## config.mk

```make
export PLATFORM = sky130hd
export DESIGN_NAME = piezo_tone_gen
export DESIGN_NICKNAME = d
export VERILOG_FILES = /design/src/rtl/piezo_tone_gen.sv
export SDC_FILE = /design/constraint.sdc
export NUM_CORES = 1
export LEC_CHECK = 0
export ABC_AREA = 1
export BUFFER_PORTS_ARGS = -buffer_cell sky130_fd_sc_hd__buf_2
export CAP_MARGIN = 20
export CORE_MARGIN = 2
export CORE_UTILIZATION = 58
export DETAILED_ROUTE_END_ITERATION = 10
export GPL_ROUTABILITY_DRIVEN = 0
export PLACE_DENSITY = 0.77
export SETUP_SLACK_MARGIN = 0.15
export SYNTH_ARGS = -nofsm -noshare
export SYNTH_HDL_FRONTEND = slang
export SYNTH_SLANG_ARGS = --single-unit
```

## constraint.sdc

```tcl
create_clock -name clk -period 3.9 [get_ports clk]
set_clock_uncertainty 0.2 [all_clocks]
set_input_delay 0.195 -clock clk [delete_from_list [all_inputs] [get_ports clk]]
set_output_delay 0.195 -clock clk [all_outputs]
set_load 0.02 [all_outputs]
```

## src/rtl/piezo_tone_gen.sv

```systemverilog
// piezo_tone_gen
//   Turns a play request and a half-period limit (clk cycles per half wave)
//   into a glitch-free square wave for the piezo. Pitch changes land only on
//   half-period boundaries, distinct notes can be separated by a silent gap
//   counted in i_tick periods, and stopping always leaves the output low.
// Ports
//   clk           system clock
//   rst           synchronous reset, active high
//   i_tick        1 ms strobe, one clk wide
//   i_play_en     tone request
//   i_pitch       half-period limit in cycles, 0 = silence
//   o_piezo       square wave out
//   o_busy        high whenever the FSM is not idle
//   o_note_start  one-cycle pulse after each note entry into RUN
module piezo_tone_gen #(
  parameter int unsigned MIN_HALF = 1000,
  parameter int unsigned MAX_HALF = 2500000,
  parameter int unsigned GAP_MS   = 20
) (
  input  logic        clk,
  input  logic        rst,
  input  logic        i_tick,
  input  logic        i_play_en,
  input  logic [31:0] i_pitch,
  output logic        o_piezo,
  output logic        o_busy,
  output logic        o_note_start
);

  typedef enum logic [1:0] {IDLE, RUN, STOP_PEND, GAP} state_e;

  state_e      state_q, state_d;
  logic [31:0] cnt_q, cnt_d;
  logic [31:0] limit_q, limit_d;
  logic [31:0] gap_cnt_q, gap_cnt_d;
  logic        piezo_q, piezo_d;
  logic        note_q, note_d;

  logic [31:0] eff_pitch;
  logic        req;
  logic        boundary;

  always_comb begin
    if (i_pitch == 32'd0)         eff_pitch = 32'd0;
    else if (i_pitch < MIN_HALF)  eff_pitch = MIN_HALF;
    else if (i_pitch > MAX_HALF)  eff_pitch = MAX_HALF;
    else                          eff_pitch = i_pitch;
  end

  assign req      = i_play_en && (eff_pitch != 32'd0);
  // limit_q is only compared while it holds a clamped pitch (>= MIN_HALF >= 2)
  assign boundary = (cnt_q == limit_q - 32'd1);

  always_comb begin
    state_d   = state_q;
    cnt_d     = cnt_q;
    limit_d   = limit_q;
    gap_cnt_d = gap_cnt_q;
    piezo_d   = piezo_q;
    note_d    = 1'b0;
    case (state_q)
      IDLE: begin
        cnt_d   = 32'd0;
        piezo_d = 1'b0;
        if (req) begin
          state_d = RUN;
          limit_d = eff_pitch;
          note_d  = 1'b1;
        end
      end
      // A returning request in STOP_PEND resumes RUN in the same cycle so the
      // phase carries on untouched; it is a resume, not a new note.
      RUN, STOP_PEND: begin
        if (req) begin
          state_d = RUN;
          cnt_d   = cnt_q + 32'd1;
          if (boundary) begin
            cnt_d = 32'd0;
            if (eff_pitch != limit_q && GAP_MS != 0) begin
              // distinct note: silence first, never toggle high here
              piezo_d   = 1'b0;
              gap_cnt_d = 32'd0;
              state_d   = GAP;
            end else begin
              limit_d = eff_pitch;
              piezo_d = ~piezo_q;
            end
          end
        end else if (!piezo_q) begin
          state_d = IDLE;
          cnt_d   = 32'd0;
        end else if (boundary) begin
          // high half completes on this edge: fall and go idle directly
          piezo_d = 1'b0;
          cnt_d   = 32'd0;
          state_d = IDLE;
        end else begin
          state_d = STOP_PEND;
          cnt_d   = cnt_q + 32'd1;
        end
      end
      GAP: begin
        cnt_d   = 32'd0;
        piezo_d = 1'b0;
        if (!req) begin
          state_d = IDLE;
        end else if (i_tick) begin
          if (gap_cnt_q == GAP_MS - 32'd1) begin
            state_d   = RUN;
            limit_d   = eff_pitch;
            note_d    = 1'b1;
            gap_cnt_d = 32'd0;
          end else begin
            gap_cnt_d = gap_cnt_q + 32'd1;
          end
        end
      end
      default: state_d = IDLE;
    endcase
  end

  always_ff @(posedge clk) begin
    if (rst) begin
      state_q   <= IDLE;
      cnt_q     <= 32'd0;
      limit_q   <= 32'd0;
      gap_cnt_q <= 32'd0;
      piezo_q   <= 1'b0;
      note_q    <= 1'b0;
    end else begin
      state_q   <= state_d;
      cnt_q     <= cnt_d;
      limit_q   <= limit_d;
      gap_cnt_q <= gap_cnt_d;
      piezo_q   <= piezo_d;
      note_q    <= note_d;
    end
  end

  assign o_piezo      = piezo_q;
  assign o_busy       = (state_q != IDLE);
  assign o_note_start = note_q;

endmodule

```

* Word-level counts from Yosys, hierarchy flattened *
Cells that the tools add are included.

cells by class
  $add $sub $neg = 3
  $lt $le $gt $ge = 2
  eq/ne operators = 17
  muxes and demuxes = 43
  bitwise gates (word level) = 1
  reduce and logical (&&, ||, !) cells = 11

operators with widths
  operator                                                                number
  32-bit 2-to-1 mux                                                       19
  32-bit case mux with 2 select lines                                     2
  32-bit case mux with 3 select lines                                     1
  32-bit by 1-bit adder with 32-bit output, second input constant         2
  32-bit equality test                                                    1
  32-bit by 5-bit equality test with 1-bit output, second input constant  1
  32-bit by 22-bit > comparator with 1-bit output, second input constant  1
  32-bit zero test                                                        1
  32-bit by 10-bit < comparator with 1-bit output, second input constant  1
  32-bit != test                                                          1
  32-bit nonzero test                                                     1
  32-bit by 1-bit subtractor with 32-bit output, second input constant    1
  2-bit 2-to-1 mux                                                        9
  2-bit != test, second input constant                                    8
  1-bit 2-to-1 mux                                                        9
  3-bit != test, second input constant                                    3
  7-bit AND reduction                                                     1
  2-bit case mux with 3 select lines                                      1
  6-bit AND reduction                                                     1
  2-bit equality test, second input constant                              2
  1-bit case mux with 2 select lines                                      2
  2-bit nonzero test                                                      2
  2-bit OR reduction                                                      2
  3-bit AND reduction                                                     1
  other kinds (4)                                                         4

word-level totals
  register bits after elaboration = 100
  input bits = 36
  output and inout bits = 3

* Depth between registers and ports, before layout *
  word-level depth = 9
  depth in mapped cells = 24
  gate-level depth less buffers = 22

* Worst setup path before layout *
Ideal clock, no wire load.

  kind = register to register
  from = register limit_q[0]
  to = register cnt_q[15]
  library setup time = 0.122 ns
  arrival time = 2.459 ns
  data required time = 3.578 ns
  slack = 1.119 ns
  cell stages (with the launch flop) = 17
  cell sequence = dfxtp_1 inv_2 ha_1 nand3_4 nor2_4 nand2_2 nor2_2 nand2_1 xor2_1 nand2_1 nor3_1 nand4_1 nor2_1 or3_1 buf_2 buf_2 nor2_1

between the ends
  longest elaborated chain between the ends = 6

RTL lines
  element                                          line    RTL
  start, declared                                  34      logic [31:0] limit_q, limit_d;
  start signal, assigned                           133     limit_q <= limit_d;
  32-bit by 1-bit subtractor with 32-bit output *  52      assign boundary = (cnt_q == limit_q - 32'd1);
  32-bit equality test *                           52
  32-bit 2-to-1 mux *                              77, 92
  32-bit 2-to-1 mux                                89      end else if (!piezo_q) begin
  32-bit 2-to-1 mux *                              74      if (req) begin
  32-bit case mux with 2 select lines *            61      case (state_q)
  end signal, assigned                             132     cnt_q <= cnt_d;
  end, declared                                    33      logic [31:0] cnt_q, cnt_d;

Mark *: on every way between the ends. The rest lies on a longest branch, timed or not.
A chain may end at the register's enable or synchronous reset.

* Final worst setup path *
  from = register limit_q[0]
  to = register gap_cnt_q[15]

between the ends
  longest elaborated chain between the ends = 4
  elaborated cells between the ends (all ways) = 6
  those cells by class = 1 x add/sub; 4 x eq/ne; 1 x reduce/logical

RTL lines
  element                                        line  RTL
  32-bit by 1-bit subtractor with 32-bit output  52
  32-bit equality test                           52
  2-bit != test (no source line)                 -
  6-bit AND reduction (no source line) *         -
  end signal, assigned                           134   gap_cnt_q <= gap_cnt_d;
  end, declared                                  35    logic [31:0] gap_cnt_q, gap_cnt_d;

Marks and branches as above.

==> results.md <==
- Slowest cell on crit path: buf_4
- Worst-path clk slew: 70 ps
- Clock power frac: 18.6%
- Reg2reg start: limit_q[0]
- CTS tree: built
- Mux share of post-synthesis cell area: 0%
- Register share of total power: 29.2%
- Global-route usage over all layers: 29.0%
- CP most frequent cell: nand2_1
- Layout filler cell count: 1257
- Worst R2R Path Depth: 18
- Yosys warns: 0
- Crit path launch type: flop
- Max clock buf depth: 2
- Final hold violations: 0
- Final setup fails: 0
- Crit Path Max Fanout: 33
- Psw: 2.53 mW
- Critical path cell sequence: inv_2 -> ha_1 -> nand3_4 -> nor2_4 -> nand3_1 -> xor2_1 -> nand2_1 -> nor2_1 -> nand2_1 -> nor2_1 -> nand3_2 -> nand2_1 -> nand2_2 -> nor2_8 -> buf_4 -> nand4_1 -> nand2_1 -> nor2_1
- CTS Root Cell: clkbuf_16
- Final Max Tran Viols: 0
- VDD IR max: 0.000317 V
- Detail Route Antenna Nets: 0
- # rows: 42
- Initial drt markers: 555
- Worst endpoint required time: 3960 ps
- Port bufs: 38
- Syn Nets: 1358
- Largest family of logic cells by synthesized area: simple AND/OR/NAND/NOR gates
- Worst stage delay on the critical path: 420 ps
- Starting Density: 59.0%
- Largest net degree at the start of global routing: 59
- Slew HR: 57.5%
- Die area: 14400 sq um
- Register area share after synthesis: 25.7%
- Power Internal: 2.79 mW
- Drt pass-1 iters: 5
- Residual DRC: 0
- Dpl hpwl: 15100 um
- CP Launch Point: limit_q[0]
- Kind of critical path: reg2reg
- Ports: 39
- Register Area: 2000 sq um
- Sw Share: 47.6%
- Synth Area in Compound Gates: 2.70%
- Worst-Skew Late Latency: 360 ps
- Final period util: 89.6%
- Total gr overflow: 0
- XOR/XNOR Fraction of Synth Area: 9.63%
- Area Growth Syn to Fin: 9.23%
- Cell Pwr Density: 627 nW/um^2
- Adder-cell share of the synthesized area: 0.804%
- Library cells used by synthesis: 43
- Peak Freq: 286 MHz
- Post-Syn Instances: 1317
- Status: finished, final reports clean
- Total negative slack: 0 ps
- Timing endpoint of the critical path: gap_cnt_q[15]
- Post-Route WL: 20300 um
- Die Width: 120 um
- Clock tree sinks: 100
- Fin crit period: 3500 ps
- Pleak: 4.02 nW
- Layout Nets: 1387
- R2r endpoint: gap_cnt_q[15]
- Core outline area: 13200 sq um
- Total CTS buffers: 9
- N_diodes: 0
- Setup Buffers After CTS: 0
- Least-Margin Pin Slew: 638 ps
- Max Cap Viol: 0
- Hold Crit Class: in2reg
- CP Capture Type: flop
- Synth Cell Area: 7780 sq um
- First-pass GRT wire length: 34000 um
- H-Tree Depth: 3
- Routed WL per cell: 13.3 um
- Syn avg cell area: 5.91 sq um
- Simple-Gate Fraction of Synth Area: 49.1%
- Yosys reg bits: 100
- Share of cells above drive strength 1: 9.84%
- Vias in the first global route: 7465
- WP data arrival: 3550 ps
- Initial antenna violation count: 0
- Comb pwr share: 52.2%
- Via-to-Cell Ratio: 5.28
- Multi-input logic area: 4870 sq um
- RSZ-0062 raised after global routing: true
- Die Y: 120 um
- Via count: 8067
- Dpl ws: 420 ps
- Post-route setup slack: 405 ps
- Setup slack, reg-to-reg: 400 ps
[per-layer routing]
layer / track usage, % / wire length (um) / vias to the layer above / part of all wire (%)
li1: - / - / 4191 / -
met1: 34.5 / 8470 / 3574 / 42
met2: 51.0 / 9810 / 246 / 48
met3: 5.56 / 1300 / 56 / 6.4
met4: 11.9 / 758 / 0 / 3.7
met5: 0 / 0 / - / 0
[critical path, delay by kind of cell, from the launching register on]
| kind | cells | cell delay, ps |
|---|---|---|
| DFF | 1 | 340 |
| and+or+nand+nor | 14 | 1820 |
| xor gates and xnor gates | 1 | 220 |
| adders and majority gates | 1 | 240 |
| buffers and inverters | 2 | 550 |
[flip-flops by register name, indices dropped and copies added (netlist names)]
| name | cells |
|---|---|
| gap_cnt_q | 32 |
| o_note_start | 1 |
| state_q | 2 |
| o_piezo | 1 |
| cnt_q | 32 |
| limit_q | 32 |
[stage by stage]
stage	std cells	utilization [%]	area (sq um)	hold WS (ps)	power, mW
after floorplan	1317	-	7780	66.8	3.73
after global placement	1508	61.6	8130	241	4.26
after detailed placement	1508	61.6	8130	239	4.28
after CTS	1526	64.2	8470	54.5	5.29
after global routing	1527	64.4	8500	65.9	5.80
final	1527	64.4	8500	64.9	5.33
[layout make-up]
type                       instances  area share (%)
multi-input combinational        981            57.3
sequential                       100            23.6
inverter                         199            8.79
timing repair buffer              55            3.95
clock buffer                       9            2.65
tap                              176            2.59
clock inverter                     7            1.18
[worst min path at each step]
| stage | slack (ps) | from | cells after the start | to |
|---|---|---|---|---|
| CTS | 50 | i_pitch[15] | 5 | limit_q[15] |
| global route | 70 | i_tick | 3 | o_note_start |
| floorplan | 70 | rst | 1 | limit_q[26] |
| global placement | 240 | rst | 2 | limit_q[30] |
| finish | 60 | i_pitch[15] | 5 | limit_q[15] |
| detailed placement | 240 | rst | 2 | limit_q[26] |
[layout by cell type, fill, tap and decap left out, types with 3 or more instances in the layout]
| cell type | Yosys | routed |
|---|---|---|
| o21ai_1 | 3 | 3 |
| a21oi_1 | 16 | 16 |
| o21ai_0 | 11 | 11 |
| buf_2 | 18 | 38 |
| xor2_1 | 70 | 70 |
| clkinvlp_4 | 0 | 3 |
| or2_2 | 5 | 5 |
| inv_1 | 171 | 170 |
| nand3_4 | 3 | 5 |
| buf_4 | 4 | 14 |
| nor4_1 | 21 | 21 |
| nand2_2 | 7 | 7 |
| nor2_2 | 10 | 10 |
| dfxtp_1 | 100 | 100 |
| nand2_1 | 351 | 351 |
| nor3_1 | 37 | 37 |
| nor2_1 | 238 | 238 |
| nand3_1 | 88 | 88 |
| xnor2_1 | 13 | 13 |
| clkbuf_16 | 0 | 9 |
| nand4_1 | 65 | 65 |
| ha_1 | 5 | 5 |
| nand3b_1 | 9 | 9 |
| inv_2 | 27 | 27 |
| and2_1 | 4 | 4 |
| nor2_4 | 3 | 3 |
[power groups by stage]
stage | sequential, mW | combinational [mW] | clock (mW)
after floorplan | 1.48 | 2.25 | 0
after global placement | 1.57 | 2.69 | 0
after detailed placement | 1.56 | 2.72 | 0
after CTS | 1.54 | 2.74 | 1.00
after global routing | 1.59 | 3.16 | 1.05
final | 1.56 | 2.78 | 0.988
[what timing repair did]
item / 4_1_cts / 5_1_grt
setup endpoints to repair: 0 / 35
endpoints found under the hold margin: 4 / 0
hold buffers: 2 / 0
gates resized for setup: 0 / 2
[synthesized netlist by cell type, drive strengths merged]
cell	instances	share of area (%)
nor3	41	3.1
or3	2	0.16
a211oi	1	0.097
nor4	21	1.7
nor3b	1	0.097
clkinv	1	0.048
nor2	252	13
nand3b	9	0.87
xor2	70	7.9
or2	6	0.48
xnor3	1	0.29
o32ai	1	0.11
o22ai	1	0.080
a221oi	1	0.11
ha	5	0.80
buf	24	1.7
nand2	358	18
o21ai	14	0.90
and2	4	0.32
inv	198	9.6
nand3	94	6.7
o31ai	2	0.19
a21o	1	0.097
nand4	65	5.2
clkbuf	14	0.68
a21oi	16	1.0
xnor2	13	1.5
dfxtp	100	26
a31oi	1	0.080
[logic make-up after synthesis]
family,after synthesis
AO/OA/AOI/OAI,38
XOR/XNOR,84
adder cells (fa/ha/maj),5
buffers and inverters,237
flip-flops,100
AND/OR/NAND/NOR,853
(Power assumes the default switching activity.)
